File: config.mk
export PLATFORM = sky130hd
export DESIGN_NAME = store_narrow_serializer
export DESIGN_NICKNAME = d
export VERILOG_FILES = /design/src/rtl/store_narrow_serializer.sv
export SDC_FILE = /design/constraint.sdc
export NUM_CORES = 1
export LEC_CHECK = 0
export ABC_AREA = 1
export CORE_UTILIZATION = 44
export CTS_CLUSTER_DIAMETER = 120
export DETAILED_ROUTE_END_ITERATION = 8
export MAX_ROUTING_LAYER = met4
export PLACE_DENSITY = 0.73
export SKIP_LAST_GASP = 1
export SYNTH_ARGS = -nofsm -noshare
export SYNTH_HDL_FRONTEND = slang
export SYNTH_SLANG_ARGS = --single-unit
File: constraint.sdc
create_clock -name clk -period 3.35 [get_ports clk]
set_clock_uncertainty 0.2 [all_clocks]
set_input_delay 0.67 -clock clk [delete_from_list [all_inputs] [get_ports clk]]
set_output_delay 0.67 -clock clk [all_outputs]
set_load 0.01 [all_outputs]
File: src/rtl/store_narrow_serializer.sv
// store_narrow_serializer
//
// Takes a 64-bit store operand and an access size (byte/half/word/double).
// It drops the bits above the access width and writes the remaining bytes to
// a byte-wide memory port, one byte per accepted cycle, least significant
// byte first.
//
// Ports:
//   clk, reset          clock and synchronous active-high reset
//   req_valid/req_ready request handshake (ready only in IDLE)
//   req_addr            byte address of the least significant byte
//   req_data            store operand (only the low 8*N bits are used)
//   req_size            00=byte, 01=half, 10=word, 11=double
//   mem_we              byte write strobe
//   mem_addr/mem_wdata  address and data of the current byte (0 when idle)
//   mem_ack             memory accepted the current byte
//   busy                a request is in progress
//   done                one-cycle pulse on completion
//   err                 one-cycle pulse when a misaligned request is rejected
//
// All outputs are flops, so there is no combinational path from req_* or
// mem_ack to any output.

module store_narrow_serializer (
  input  logic        clk,
  input  logic        reset,
  input  logic        req_valid,
  output logic        req_ready,
  input  logic [63:0] req_addr,
  input  logic [63:0] req_data,
  input  logic [1:0]  req_size,
  output logic        mem_we,
  output logic [63:0] mem_addr,
  output logic [7:0]  mem_wdata,
  input  logic        mem_ack,
  output logic        busy,
  output logic        done,
  output logic        err
);

  typedef enum logic [1:0] {
    IDLE = 2'd0,
    SEND = 2'd1,
    DONE = 2'd2,
    ERR  = 2'd3
  } state_t;

  // Index of the last byte for an access size (N-1).
  function automatic logic [2:0] last_idx(input logic [1:0] size);
    case (size)
      2'b00:   last_idx = 3'd0;
      2'b01:   last_idx = 3'd1;
      2'b10:   last_idx = 3'd3;
      default: last_idx = 3'd7;
    endcase
  endfunction

  // Address is misaligned when addr mod N != 0.
  function automatic logic misaligned(input logic [2:0] addr_lo, input logic [1:0] size);
    case (size)
      2'b00:   misaligned = 1'b0;
      2'b01:   misaligned = addr_lo[0];
      2'b10:   misaligned = |addr_lo[1:0];
      default: misaligned = |addr_lo;
    endcase
  endfunction

  state_t      state_q, state_d;
  logic [2:0]  idx_q, idx_d;
  logic [63:0] addr_q, addr_d;
  logic [63:0] data_q, data_d;
  logic [1:0]  size_q, size_d;

  logic        req_ready_q, req_ready_d;
  logic        mem_we_q, mem_we_d;
  logic [63:0] mem_addr_q, mem_addr_d;
  logic [7:0]  mem_wdata_q, mem_wdata_d;
  logic        busy_q, busy_d;
  logic        done_q, done_d;
  logic        err_q, err_d;

  always_comb begin
    state_d = state_q;
    idx_d   = idx_q;
    addr_d  = addr_q;
    data_d  = data_q;
    size_d  = size_q;

    case (state_q)
      IDLE: begin
        if (req_valid) begin
          addr_d  = req_addr;
          data_d  = req_data;
          size_d  = req_size;
          idx_d   = 3'd0;
          state_d = misaligned(req_addr[2:0], req_size) ? ERR : SEND;
        end
      end
      SEND: begin
        // A cycle without ack is a stall: idx and therefore the outputs hold.
        if (mem_ack) begin
          if (idx_q == last_idx(size_q)) begin
            state_d = DONE;
          end else begin
            idx_d = idx_q + 3'd1;
          end
        end
      end
      default: state_d = IDLE;  // DONE and ERR last exactly one cycle
    endcase

    // Outputs are computed from the next state and registered.
    req_ready_d = (state_d == IDLE);
    busy_d      = (state_d != IDLE);
    done_d      = (state_d == DONE);
    err_d       = (state_d == ERR);
    mem_we_d    = (state_d == SEND);
    mem_addr_d  = 64'd0;
    mem_wdata_d = 8'd0;
    if (state_d == SEND) begin
      mem_addr_d  = addr_d + {61'd0, idx_d};
      mem_wdata_d = data_d[{idx_d, 3'b000} +: 8];
    end
  end

  always_ff @(posedge clk) begin
    if (reset) begin
      state_q     <= IDLE;
      idx_q       <= 3'd0;
      req_ready_q <= 1'b1;
      mem_we_q    <= 1'b0;
      mem_addr_q  <= 64'd0;
      mem_wdata_q <= 8'd0;
      busy_q      <= 1'b0;
      done_q      <= 1'b0;
      err_q       <= 1'b0;
    end else begin
      state_q     <= state_d;
      idx_q       <= idx_d;
      req_ready_q <= req_ready_d;
      mem_we_q    <= mem_we_d;
      mem_addr_q  <= mem_addr_d;
      mem_wdata_q <= mem_wdata_d;
      busy_q      <= busy_d;
      done_q      <= done_d;
      err_q       <= err_d;
    end
  end

  // Latched request fields carry no control meaning outside SEND.
  always_ff @(posedge clk) begin
    addr_q <= addr_d;
    data_q <= data_d;
    size_q <= size_d;
  end

  assign req_ready = req_ready_q;
  assign mem_we    = mem_we_q;
  assign mem_addr  = mem_addr_q;
  assign mem_wdata = mem_wdata_q;
  assign busy      = busy_q;
  assign done      = done_q;
  assign err       = err_q;

endmodule

==> impl_metrics.tcl <==
set metrics [dict create \
    final_cells 2305 \
    cts_buffers 24 \
    root_buffer "clkbuf_16" \
    insertion_delay_ps 540 \
    min_period_over_period_pct 94.4 \
    cp_common_cell "nand2_1" \
    yosysSeqAreaShare_pct 40.8 \
    path_cells "buf_4 -> xnor2_1 -> nand3_2 -> nand2_1 -> nand2_1 -> nand3_2 -> clkinv_2 -> ha_2 -> inv_1 -> fa_2 -> nor2_2 -> nor2_2 -> inv_1 -> nand2_2 -> buf_4 -> nor2_1 -> nand2_1 -> a21oi_1" \
    nets 2114 \
    cp_max_fo 6 \
    fillers 2119 \
    maxSlewViolCount 0 \
    crit_family "simple AND/OR/NAND/NOR gates" \
    dpl.hpwl_um 31100 \
    gr-total-overflow 0 \
    routedWlPerCell_um 16.9 \
    htreeDepth 1 \
    critical_path_class "flip-flop to flip-flop" \
    layout-drive-gt1-share_pct 19.4 \
    startpoint "size_q[1]$_DFFE_PP_" \
    maxCapViolCount 0 \
    hp-start "data_q[12]$_DFF_P_" \
    status "complete, no violations" \
    required_ps 3600 \
    num_vias 11400 \
    synth_top_cell_by_area "dfxtp_1" \
    ys_top_cells_by_area "dfxtp_1 (40%), nand2_1 (18%), nor2_1 (7.1%), inv_1 (6.6%), o21ai_0 (4.5%)" \
    first_pass_iters 5 \
    grt_pass1_vias 11100 \
    relSlewSlack_pct 64.8 \
    synth_edf_count 2 \
    cts_tree "yes" \
    clockBufferDepth 3 \
    yosys-top-cells-count "nand2_1 (489), dfxtp_1 (210), nor2_1 (198)" \
    path_clk_slew_ps 60 \
    ys_warn_count 0 \
    die-area_mm2 0.0243 \
    period_minus_slack_ps 3160 \
    clock-sinks 212 \
    ant_nets 0 \
    powerDensity_mw_per_mm2 520 \
    slowest_stage "edfxtp_1" \
    synth_area_mm2 0.0104 \
    timing.fmax_mhz 316 \
    grt.total_usage_pct 33.2 \
    vias_per_cell 4.93 \
    hold_violations 0 \
    fp.dieH_um 156 \
    hold_ws_ps 246 \
    grt_pass1_wl_um 59600 \
    synth_top_area_share_pct 40.3 \
    ir_worst_vdd_v 0.000432 \
    die_w_um 156 \
    core_mm2 0.0230 \
    grt_max_degree 55 \
    worstHoldPathType "flip-flop to flip-flop" \
    worstMarginPinSlew_ps 525 \
    end_kind "flip-flop" \
    portBuffers 210 \
    antenna_found_initial 0 \
    r2r-start "size_q[1]$_DFFE_PP_" \
    drt_iter0_drc 889 \
    arrival_ps 3410 \
    ctsHoldBuffers 0 \
    yosysMostFrequentCell "nand2_1" \
    wl_um 39000 \
    cp_num_buf_inv 5 \
    async_flop_share_pct 0 \
    p_total_uw 7850 \
    ys_seq_elements 212 \
    syn-instance-count 1582 \
    start_util_pct 45.4 \
    slowest_delay_ps 440 \
    start_kind "flip-flop" \
    p_leak_uw 0.00701 \
    syn_area_per_cell_um2 6.60 \
    synth.distinct_cells 35 \
    finalSetupViolCount 0 \
    place_inst 2259 \
    setup_tns_ps 0 \
    drc_errors 0 \
    synth_ff_type "dfxtp_1" \
    num_io_pins 211 \
    globalplace.congestion 0.972 \
    area_delta_synth_final_pct 44.5 \
    syn_nets 1721 \
    row_count 55 \
]
[cells in the final DEF, fill, tap and decap left out, types with 4 or more instances in the layout]
cell type and instances:
a21oi_1 57, buf_4 206, clkbuf_1 7, clkbuf_16 24
clkbuf_8 4, clkdlybuf4s50_1 210, dfxtp_1 210, inv_1 183
inv_2 7, nand2_1 486, nand2_2 23, nand3_1 81
nand3_2 7, nand3b_1 5, nand4_1 36, nor2_1 192
nor2_2 29, nor2_4 7, nor3_1 5, o21ai_0 92
o21ai_1 29, o21ai_2 10, or2_2 50
[path summary, 6_finish.rpt]
| kind | cells past startpoint | slack, ps | to |
|---|---|---|---|
| max | 18 | 190 | mem_addr[20]$_SDFF_PP0_ |
| min | 2 | 250 | data_q[12]$_DFF_P_ |
| max reg2reg | 18 | 190 | mem_addr[20]$_SDFF_PP0_ |
| min reg2reg | 2 | 250 | data_q[12]$_DFF_P_ |
[per-layer routing]
| metal | global-route usage, % | part of all wire (%) | wire length, µm |
|---|---|---|---|
| met1 | 44.8 | 46 | 18100 |
| met2 | 52.1 | 45 | 17500 |
| met3 | 4.00 | 6.2 | 2400 |
| met4 | 9.62 | 2.6 | 1030 |
| met5 | - | 0 | 0 |
[cell type report]
| class | instances | area [µm²] | share of cell area, % |
|---|---|---|---|
| flip-flops and latches | 212 | 4260 | 28.3 |
| diodes | 1 | 2.50 | 0.0166 |
| well taps | 313 | 392 | 2.60 |
| clock inverters | 7 | 103 | 0.680 |
| inverters | 191 | 718 | 4.76 |
| repair buffers | 420 | 3720 | 24.7 |
| clock buffers | 35 | 682 | 4.52 |
| multi-input cells | 1126 | 5200 | 34.5 |
[timing repair]
item / in CTS / in global routing
gates resized for setup: 1 / 13
gates cloned: 0 / 0
buffers inserted: 0 / 3
pin swaps: 0 / 1
endpoints found under the hold margin: 0 / 0
setup endpoints to repair: 2 / 37
[power breakdown]
part / total [µW] / internal [µW] / switching [µW]
sequential: 3010 / 2890 / 117
combinational: 2190 / 987 / 1210
clock: 2640 / 1560 / 1080
[through the flow]
stage / cell area [µm²] / utilization [%] / worst slack, ps
floorplan: 10500 / - / -44.8
global placement: 14200 / 61.9 / -401
detailed placement: 14200 / 61.9 / -492
CTS: 15000 / 65.3 / 21.3
global route: 15100 / 65.6 / -12.4
finish: 15100 / 65.6 / 189
[sequential cells by signal, indices dropped and copies added, names as in the netlist]
| register | count |
|---|---|
| addr_q | 64 |
| data_q | 64 |
| mem_addr | 64 |
| mem_wdata | 8 |
| idx_q | 3 |
| size_q | 2 |
| state_q | 2 |
| busy | 1 |
| done | 1 |
| err | 1 |
| mem_we | 1 |
| req_ready | 1 |
[worst min-delay path: stages (launching register included)]
cell,delay [ps]
dfxtp_1,300
nand2_1,40
nand2_1,70
[logic make-up (layout without fill, tap and decap cells)]
group,after synthesis,in the layout,share of synthesized area (%)
AOI/OAI and AO/OA,191,191,9.56
DFF,212,212,40.8
adders and majority gates,5,5,0.671
other,0,1,0
xor gates and xnor gates,1,1,0.0839
and+or+nand+nor,929,929,38.7
buffers and inverters,244,653,10.1
Note: power is estimated with default switching activity, not from simulation.
